## src/rtl/bist_march_ctrl.sv

```systemverilog
// bist_march_ctrl -- March C- memory built-in self-test controller.
//
// Runs the March C- sequence against a synchronous single-port memory
// under test (MUT). The sequence is:
//   M0 up(w0)
//   M1 up(r0,w1)
//   M2 up(r1,w0)
//   M3 down(r0,w1)
//   M4 down(r1,w0)
//   M5 down(r0)
// Here "0" is all-zeros and "1" is all-ones.
//
// Each read element uses an RD cycle followed by a CMP cycle. The MUT
// returns read data during CMP, and the element's write-back is issued in
// that same CMP cycle. A full march takes 11*DEPTH cycles. done rises one
// edge after the last CMP.
//
// Optional feature (macro BIST_FAIL_ADDR_EN):
//   Adds the fail_addr and fail_elem outputs. They capture the address and
//   element index of the first mismatch.
//
// Parameters:
//   ADDR_W     MUT address width (DEPTH = 2**ADDR_W)
//   DATA_W     MUT data width
//
// Ports:
//   clk        rising-edge clock
//   rst        asynchronous active-high reset
//   start      test request, sampled in IDLE and in DONE
//              (ignored while busy)
//   mem_rdata  MUT read data, valid one cycle after mem_re
//   mem_addr   MUT address
//   mem_wdata  MUT write data
//   mem_we     MUT write strobe
//   mem_re     MUT read strobe
//   busy       march in progress
//   done       march finished; held until the next start or reset
//   fail       sticky mismatch flag
//   fail_addr  (BIST_FAIL_ADDR_EN only) address of the first mismatch
//   fail_elem  (BIST_FAIL_ADDR_EN only) element index of the first mismatch
module bist_march_ctrl #(
  parameter int ADDR_W = 4,
  parameter int DATA_W = 8
) (
  input  logic              clk,
  input  logic              rst,
  input  logic              start,
  input  logic [DATA_W-1:0] mem_rdata,
  output logic [ADDR_W-1:0] mem_addr,
  output logic [DATA_W-1:0] mem_wdata,
  output logic              mem_we,
  output logic              mem_re,
  output logic              busy,
  output logic              done,
  output logic              fail
`ifdef BIST_FAIL_ADDR_EN
  ,
  output logic [ADDR_W-1:0] fail_addr,
  output logic [2:0]        fail_elem
`endif
);

  localparam int DEPTH = 2 ** ADDR_W;
  localparam logic [ADDR_W-1:0] ADDR_MAX = ADDR_W'(DEPTH - 1);
  localparam logic [2:0] LAST_ELEM = 3'd5;

  typedef enum logic [2:0] {IDLE, WR, RD, CMP, DONE} state_t;

  state_t            state_reg;
  logic [2:0]        elem_reg;
  logic [ADDR_W-1:0] addr_reg;

  // Value expected on a read in element e. M2 and M4 read ones; every
  // other element reads zeros.
  function automatic logic [DATA_W-1:0] exp_pat(input logic [2:0] e);
    return (e == 3'd2 || e == 3'd4) ? {DATA_W{1'b1}} : {DATA_W{1'b0}};
  endfunction

  // Value written by element e. M1 and M3 write ones; M0, M2 and M4 write
  // zeros.
  function automatic logic [DATA_W-1:0] wr_pat(input logic [2:0] e);
    return (e == 3'd1 || e == 3'd3) ? {DATA_W{1'b1}} : {DATA_W{1'b0}};
  endfunction

  // M3..M5 walk addresses downward.
  function automatic logic is_down(input logic [2:0] e);
    return e >= 3'd3;
  endfunction

  logic [2:0]        elem_nxt;
  logic [ADDR_W-1:0] first_addr_nxt;
  logic              at_last;
  logic              mismatch;

  assign elem_nxt       = elem_reg + 3'd1;
  assign first_addr_nxt = is_down(elem_nxt) ? ADDR_MAX : '0;

  // The element ends on its boundary address. Address steps therefore
  // never wrap inside an element.
  assign at_last  = is_down(elem_reg) ? (addr_reg == '0) : (addr_reg == ADDR_MAX);
  assign mismatch = (mem_rdata != exp_pat(elem_reg));
  assign mem_addr = addr_reg;

  always_ff @(posedge clk or posedge rst) begin
    if (rst) begin
      state_reg <= IDLE;
      elem_reg  <= '0;
      addr_reg  <= '0;
      mem_wdata <= '0;
      mem_we    <= 1'b0;
      mem_re    <= 1'b0;
      busy      <= 1'b0;
      done      <= 1'b0;
      fail      <= 1'b0;
`ifdef BIST_FAIL_ADDR_EN
      fail_addr <= '0;
      fail_elem <= '0;
`endif
    end else begin
      case (state_reg)
        IDLE, DONE: begin
          if (state_reg == DONE && busy) begin
            // Extra cycle after the last CMP: hand over from busy to done.
            busy <= 1'b0;
            done <= 1'b1;
          end else if (start) begin
            state_reg <= WR;
            elem_reg  <= '0;
            addr_reg  <= '0;
            mem_wdata <= wr_pat(3'd0);
            mem_we    <= 1'b1;
            mem_re    <= 1'b0;
            busy      <= 1'b1;
            done      <= 1'b0;
            fail      <= 1'b0;
`ifdef BIST_FAIL_ADDR_EN
            fail_addr <= '0;
            fail_elem <= '0;
`endif
          end
        end

        // Only M0 uses WR: one write per cycle, walking upward.
        WR: begin
          if (at_last) begin
            state_reg <= RD;
            elem_reg  <= elem_nxt;
            addr_reg  <= first_addr_nxt;
            mem_we    <= 1'b0;
            mem_re    <= 1'b1;
            mem_wdata <= '0;
          end else begin
            addr_reg <= addr_reg + 1'b1;
          end
        end

        // The read was issued during RD. Set up the CMP slot at the same
        // address: a write-back for M1-M4. M5 has nothing to write, so its
        // CMP slot re-issues the read, which leaves memory unchanged.
        RD: begin
          state_reg <= CMP;
          if (elem_reg == LAST_ELEM) begin
            mem_we <= 1'b0;
            mem_re <= 1'b1;
          end else begin
            mem_we    <= 1'b1;
            mem_re    <= 1'b0;
            mem_wdata <= wr_pat(elem_reg);
          end
        end

        CMP: begin
          if (mismatch) begin
            fail <= 1'b1;
`ifdef BIST_FAIL_ADDR_EN
            if (!fail) begin
              fail_addr <= addr_reg;
              fail_elem <= elem_reg;
            end
`endif
          end
          mem_we    <= 1'b0;
          mem_wdata <= '0;
          if (at_last && elem_reg == LAST_ELEM) begin
            state_reg <= DONE;
            mem_re    <= 1'b0;
          end else begin
            state_reg <= RD;
            mem_re    <= 1'b1;
            if (at_last) begin
              elem_reg <= elem_nxt;
              addr_reg <= first_addr_nxt;
            end else if (is_down(elem_reg)) begin
              addr_reg <= addr_reg - 1'b1;
            end else begin
              addr_reg <= addr_reg + 1'b1;
            end
          end
        end

        default: begin
          state_reg <= IDLE;
          mem_we    <= 1'b0;
          mem_re    <= 1'b0;
          busy      <= 1'b0;
        end
      endcase
    end
  end

endmodule
```

## config.mk

```make
export PLATFORM = sky130hd
export DESIGN_NAME = bist_march_ctrl
export DESIGN_NICKNAME = d
export VERILOG_FILES = /design/src/rtl/bist_march_ctrl.sv
export SDC_FILE = /design/constraint.sdc
export NUM_CORES = 1
export LEC_CHECK = 0
export ABC_AREA = 1
export BUFFER_PORTS_ARGS = -buffer_cell sky130_fd_sc_hd__buf_2
export CAP_MARGIN = 40
export CORE_MARGIN = 8
export CORE_UTILIZATION = 53
export DETAILED_ROUTE_END_ITERATION = 10
export GPL_TIMING_DRIVEN = 0
export HOLD_SLACK_MARGIN = 0.12
export PLACE_DENSITY = 0.78
export SYNTH_ARGS = -nofsm -noshare
export SYNTH_HDL_FRONTEND = slang
export SYNTH_SLANG_ARGS = --single-unit
```

## constraint.sdc

```tcl
create_clock -name clk -period 2.1 [get_ports clk]
set_clock_uncertainty 0.15 [all_clocks]
set_input_delay 0.63 -clock clk [delete_from_list [all_inputs] [get_ports clk]]
set_output_delay 0.63 -clock clk [all_outputs]
set_load 0.02 [all_outputs]
```

* Word-level counts from Yosys, hierarchy flattened
Index checks and enable logic that the tools add are counted.
** Operators by class
- Mux-type cells :: 42
- Magnitude comparators :: 2
- Reduce and logical (&&, ||, !) cells :: 18
- Add/subtract/negate cells :: 3
- Eq/ne operators :: 18
- Bitwise gates (word level) :: 1
** Operators by type and width (number)
- 8-bit 2-to-1 mux :: 6
- 8-bit case mux with 4 select lines :: 1
- 4-bit 2-to-1 mux :: 7
- 3-bit 2-to-1 mux :: 8
- 1-bit 2-to-1 mux :: 13
- 3-bit by 2-bit equality test with 1-bit output (second input constant) :: 4
- 2-bit inequality test (second input constant) :: 6
- 3-bit case mux with 4 select lines :: 1
- 4-bit case mux with 3 select lines :: 1
- 3-bit equality test (second input constant) :: 3
- 3-bit case mux with 3 select lines :: 1
- 8-bit inequality test :: 1
- 4-bit AND reduction :: 2
- 3-bit by 1-bit equality test with 1-bit output (second input constant) :: 2
- 3-bit by 2-bit greater-or-equal comparator with 1-bit output (second input constant) :: 2
- 5-bit AND reduction :: 1
- 4-bit by 1-bit adder with 4-bit output (second input constant) :: 1
- 4-bit equality test (second input constant) :: 1
- 4-bit logical NOT :: 1
- 1-bit case mux with 2 select lines :: 2
- 1-bit case mux with 4 select lines :: 1
- 2-bit AND reduction :: 2
- 2-bit nonzero test :: 2
- 4-bit nonzero test :: 1
- other kinds (12) :: 14
** Storage, ports and cells
- Input port bits :: 11
- Word-level logic and storage cells :: 93
- Output and inout port bits :: 17
- Register bits after elaboration :: 23

* Longest topological paths before layout
Gate-level depths: netlist of run 1.
- Word-level depth :: 6
- Mapped depth :: 11
- Mapped depth without buffers :: 11

* Least setup slack after synthesis of run 1
OpenSTA, ideal clock, no wires.
- Path kind :: register to register
- Start :: reg elem_reg[0]
- End :: reg addr_reg[3], in the netlist mem_addr[3]
- Library setup time :: 0.118 ns
- Path slack :: 0.285 ns
- Data arrival time :: 1.548 ns
- Clock period less this slack :: 1.815 ns
- Data required time :: 1.832 ns
- Stages on the path, launching flop included :: 11
- Path buffers :: 0
- Cells stage by stage :: dfrtp_1 ha_1 ha_1 nor2_2 nand2_2 nand2_2 nand3_1 nor2_1 nor2_4 nand3_1 nand2_1
** Between the ends
- Cells in the longest elaborated chain, start to end :: 6
- Elaborated cells on any way between the ends :: 14
- Classes of those cells :: add/sub (1); order compare (2); eq/ne (2); mux (7); reduce/logical (2)
** RTL lines
- start: declaration :: RTL line 70 : logic [2:0] elem_reg;
- start signal: assignment :: RTL line 147 : elem_reg <= elem_nxt;
- start signal: assignment :: RTL line 191 : elem_reg <= elem_nxt;
- 3-bit by 1-bit adder with 3-bit output :: RTL line 95 : assign elem_nxt = elem_reg + 3'd1;
- 3-bit by 2-bit greater-or-equal comparator with 1-bit output :: RTL line 87 : return e >= 3'd3;
- 4-bit 2-to-1 mux :: RTL line 96 : assign first_addr_nxt = is_down(elem_nxt) ? ADDR_MAX : '0;
- 4-bit 2-to-1 mux :: RTL line 190 : if (at_last) begin
- 4-bit 2-to-1 mux :: RTL line 184 : if (at_last && elem_reg == LAST_ELEM) begin
- 4-bit case mux with 3 select lines :: RTL line 120 : case (state_reg)
- end signal: assignment :: RTL line 192 : addr_reg <= first_addr_nxt;
- end signal: assignment :: RTL line 194 : addr_reg <= addr_reg - 1'b1;
- end signal: assignment :: RTL line 196 : addr_reg <= addr_reg + 1'b1;
- end: declaration :: RTL line 71 : logic [ADDR_W-1:0] addr_reg;
Several ways; a longest one is shown, not always the timed one. The select of a mux whose other input is x is not followed.
A chain may end at the register's enable or synchronous reset.

* Final worst setup path of run 1
- Start :: reg elem_reg[0]
- End :: reg addr_reg[0], in the netlist mem_addr[0]
Same word-level chain as after synthesis.

==> results of run 1 <==
path summary, 6_finish.rpt:
| path | startpoint | endpoint |
|---|---|---|
| setup / recovery | elem_reg[0]$_DFFE_PP0P_ | mem_addr[0]$_DFFE_PP0P_ |
| hold / removal | rst | elem_reg[2]$_DFFE_PP0P_ |
| setup reg to reg | elem_reg[0]$_DFFE_PP0P_ | mem_addr[0]$_DFFE_PP0P_ |
| hold reg to reg | mem_re$_DFFE_PP0P_ | mem_re$_DFFE_PP0P_ |
| max in group asynchronous | rst | mem_addr[0]$_DFFE_PP0P_ |
| min in group clk | mem_re$_DFFE_PP0P_ | mem_re$_DFFE_PP0P_ |
power breakdown:
part,total (mW),switching (mW),internal [mW]
combinational,0.797,0.524,0.273
sequential,0.457,0.0748,0.382
clock,0.217,0.111,0.106
cells by family (layout without fill, tap and decap cells):
family                   count (synthesis)  count (layout)  synth area share
AO/OA/AOI/OAI                           11              11            0.0438
XOR/XNOR                                 2               2            0.0139
adder cells (fa/ha/maj)                  7               7            0.0697
buffers and inverters                   42              74             0.147
flip-flops                              16              16             0.319
AND/OR/NAND/NOR                        109             109             0.406
cell usage in the layout, fill, tap and decap left out, types with 4 or more instances in the layout:
cell | synthesis | routed
ha_1 | 7 | 7
buf_2 | 1 | 28
o21ai_1 | 7 | 7
buf_4 | 7 | 8
nor2_2 | 4 | 4
nand2_2 | 5 | 5
nor2_1 | 12 | 11
nand4_1 | 4 | 4
nand3_1 | 26 | 25
dfrtp_1 | 16 | 16
inv_1 | 24 | 24
inv_2 | 10 | 10
nand2_1 | 52 | 52
through the flow:
stage / utilization / total power, mW / setup slack (ps)
2_1_floorplan: - / 1.06 / 285
3_3_place_gp: 0.639 / 1.23 / 141
3_5_place_dp: 0.639 / 1.26 / 108
4_1_cts: 0.655 / 1.47 / 75.1
5_1_grt: 0.664 / 1.59 / -9.62
6_report: 0.664 / 1.47 / 93.1
cells in the mapped netlist (all sizes together):
master,n
a21oi,3
buf,8
dfrtp,16
ha,7
inv,34
nand2,57
nand3,26
nand4,4
nor2,18
nor3,4
o21ai,8
xor2,2
cell type report:
type                       instances  area [um2]  share of cell area
timing repair buffer              28         143              0.0962
sequential                        16         400               0.270
buffer                             8        57.6              0.0388
clock buffer                       4        36.3              0.0245
inverter                          34         128              0.0861
tap                               28        35.0              0.0236
multi-input combinational        129         683               0.461
worst max-delay path: cells and delay by family (launching register included):
kind                       cells  cell delay (ps)
AOI/OAI and AO/OA              1               70
adders and majority gates      2              460
DFF                            1              440
and+or+nand+nor                6              800
repair_timing:
action,4_1_cts,5_1_grt
buffers inserted,0,1
resized for setup,0,3
setup endpoints to repair,0,9
layer usage:
metal	GRT usage	share of wire
met1	0.156	0.44
met2	0.262	0.50
met3	0.0515	0.060
met4	0.0354	0.0044
met5	0	0
==> qor.yml, run 1 <==
synth_nets: 205
die_h_um: 64.7
tightest_slew_ps: 661
whs_ps: 256
core_um2: 2230
placementRows: 17
drt_iter0_markers: 47
dpl.hpwl_um: 2370
p_leak_nw: 0.879
first_pass_iters: 4
globalplace.congestion: 0.960
grtUsageTotal: 0.145
die_w_um: 64.7
crit_fanout: 5
portBuffers: 27
hold_class: "input port to asynchronous set/reset pin"
drive_gt1_frac: 0.297
largest_reg_flops: 4
clock_path_buffers: 2
cp_slowest_cell: "dfrtp_1"
cts_max_level: 1
routed_via_density: 5.02
tns_ps: 0
slowest_delay_ps: 440
final-setup-viol-count: 0
syn_inst: 187
path_cells: "ha_1 -> ha_1 -> nor2_4 -> nand2_2 -> nand2_2 -> nand4_1 -> nand2_1 -> nand2_1 -> o21ai_1"
fmax_mhz: 498
overflow: 0
synthTopCellsByArea: "dfrtp_1, nand2_1, nand3_1, inv_1, ha_1"
syn-mean-instance-area_um2: 6.72
cp.arrival_ps: 2080
worst_setup_path_end_kind: "register"
synth_cell_types: 20
cts_made_buffers: 3
dpl_cell_area_um2: 1430
yosys_warnings: 0
ys_seq_elements: 16
cts_tree: "done"
power_density_nw_per_um2: 992
antenna_found_initial: 0
fin_crit_ps: 2010
routedWlPerCell_um: 12.0
nets: 238
clockRootBuffer: "clkbuf_4"
worst_setup_path_start_kind: "register"
n_antenna_cell: 0
cap_violations: 0
drc: 0
place_inst: 242
yosysTopAreaCellShare: 0.319
clock_sinks: 16
ant_nets: 0
vias: 1241
yosys.area.top_type: "dfrtp_1"
grt_pass1_vias: 1214
peakVddDrop_mv: 0.771
seq_area_frac_synth: 0.319
syn2layout_area_growth_pct: 18.0
synth_area_um2: 1260
design_area_um2: 1480
ios: 28
status: "complete, no violations"
n_fill_cell: 210
worstSetupPathType: "register to register"
cp.required_ps: 2180
finalMaxSlewViolations: 0
fin_crit_sh: 0.956
rr_worst_depth: 9
cts.clk_slew.worst_paths_ps: 110
final_hold_viol_count: 0
grt_max_degree: 17
timing.slew.headroom: 0.559
cts_hold_buf: 0
r2r_setup_slack_ps: 90
wl_um: 2950
clkLatencyLatePin_ps: 300
layoutNonFillerInstCount: 247
initial_core_util: 0.562
grt_pass1_wl_um: 5050
dieArea_um2: 4180
Power figures use the tool's default switching activity.
==> run 2, diff against run 1 <==
PLACE_DENSITY = 0.81   (was 0.78)
==> run 2 against run 1 <==
  * First-iteration DRC count rose by 45%
  * Global-route usage barely moved
  * Sequential power barely moved
  * Worst setup slack improved by 13 ps
  * Combinational power barely moved
  * Routed wire length fell by 1.7%
  * Sequential cell count did not move
  * Via count rose by 1.3%
  * Power fell by 0.24%
  * Final area fell by 0.42%
  * Critical path type unchanged
  * Largest cell class unchanged
  * Worst hold slack got worse by 30 ps
  * Critical endpoint is now mem_addr[1]$_DFFE_PP0P_
==> qor.yml, run 2 (synthesized netlist as in run 1, its figures left out) <==
dieArea_um2: 4180
syn2layout_area_growth_pct: 17.5
status: "complete, no violations"
portBuffers: 27
final_common_cell: "nand2_1"
placementRows: 17
final_cell_mix: "nand2_1, buf_2, nand3_1, inv_1, dfrtp_1"
vias: 1257
first_pass_iters: 4
wl_um: 2900
finalMaxSlewViolations: 0
cts_max_level: 1
die_h_um: 64.7
power_density_nw_per_um2: 994
antenna_found_initial: 0
slowest_delay_ps: 440
cts_tree: "done"
fmax_mhz: 502
clkLatencyLatePin_ps: 300
crit_family: "simple AND/OR/NAND/NOR gates"
worst_slack_ps: 106
tightest_slew_ps: 608
clockRootBuffer: "clkbuf_4"
largest_reg_flops: 4
core_um2: 2230
ant_nets: 0
pre_cts_slack_ps: 106
clock_path_buffers: 2
clock_sinks: 16
die_w_um: 64.7
n_antenna_cell: 0
rsz0062_at_grt: "no"
cp_common_cell: "nand2_1"
crit_fanout: 5
cts.clk_slew.worst_paths_ps: 110
crit_buf_inv: 0
fin_crit_ps: 1990
cts_hold_buf: 0
timing.slew.headroom: 0.594
cap_violations: 0
cp.arrival_ps: 2040
final-setup-viol-count: 0
cp.required_ps: 2140
routed_via_density: 5.11
drt_iter0_markers: 68
worstSetupPathType: "register to register"
globalplace.congestion: 0.918
drive_gt1_frac: 0.298
grt_pass1_wl_um: 5000
cts_made_buffers: 3
initial_core_util: 0.562
fin_crit_sh: 0.950
dpl.hpwl_um: 2360
grt_pass1_vias: 1185
path_cells: "ha_1 -> ha_1 -> nor2_4 -> nand2_2 -> nand2_2 -> nand3_1 -> nand3_1 -> nand2_1 -> nand2_1 -> nand2_1"
overflow: 0
final_hold_viol_count: 0
drc: 0
cp_slowest_cell: "dfrtp_1"
grtUsageTotal: 0.145
tns_ps: 0
routedWlPerCell_um: 11.8
peakVddDrop_mv: 0.963
worst_setup_path_start_kind: "register"
nets: 237
hold_class: "input port to asynchronous set/reset pin"
grt_max_degree: 17
ios: 28
p_leak_nw: 0.873
worst_setup_path_end_kind: "register"
[run 2: cell count changes in the layout (fill, tap and decap cells not counted), sizes merged]
| cell | delta |
|---|---|
| buf | -1 |
[run 2: power by group]
| part | internal, mW | switching, mW | total [mW] |
|---|---|---|---|
| Combinational | 0.272 | 0.523 | 0.795 |
| Clock | 0.106 | 0.110 | 0.216 |
| Sequential | 0.382 | 0.0746 | 0.456 |
[run 2: routing by layer]
layer  GRT usage  vias to the layer above  wire (um)  part of all wire
met5           0                        -          0                 0
met4      0.0872                        0         78             0.027
met3      0.0447                        7        226             0.078
met2       0.242                       40       1370              0.47
met1       0.158                      572       1230              0.42
li1            -                      638          -                 -
[run 2: what timing repair did]
item | 4_1_cts | 5_1_grt
setup endpoints to repair | 0 | 9
resized for setup | 0 | 4
buffers inserted | 0 | 0
[run 2: path summary, 6_finish.rpt]
check | endpoint | cells past startpoint | start | slack (ps)
max in group asynchronous | elem_reg[1]$_DFFE_PP0P_ | 2 | rst | 1150
worst max register to register | mem_addr[1]$_DFFE_PP0P_ | 10 | elem_reg[0]$_DFFE_PP0P_ | 110
min in group clk | mem_re$_DFFE_PP0P_ | 2 | mem_re$_DFFE_PP0P_ | 330
worst min register to register | mem_re$_DFFE_PP0P_ | 2 | mem_re$_DFFE_PP0P_ | 330
worst min-delay path | mem_addr[3]$_DFFE_PP0P_ | 2 | rst | 230
worst max-delay path | mem_addr[1]$_DFFE_PP0P_ | 10 | elem_reg[0]$_DFFE_PP0P_ | 110
[run 2: metrics by stage]
| stage | cell area, um2 | utilization | total power [mW] | hold WS (ps) | cells |
|---|---|---|---|---|---|
| 4_1_cts | 1460 | 0.655 | 1.47 | 252 | 246 |
| 2_1_floorplan | 1260 | - | 1.06 | 369 | 187 |
| 3_3_place_gp | 1430 | 0.639 | 1.24 | 313 | 242 |
| 3_5_place_dp | 1430 | 0.639 | 1.26 | 316 | 242 |
| 6_report | 1480 | 0.661 | 1.47 | 225 | 246 |
| 5_1_grt | 1480 | 0.661 | 1.60 | 296 | 246 |
[run 2: final cells by class]
class	instances	area, um2
well taps	28	35.0
fillers	208	757
multi-input cells	129	683
plain buffers	8	57.6
clock buffers	4	36.3
repair buffers	27	135
inverters	34	128
flip-flops and latches	16	402
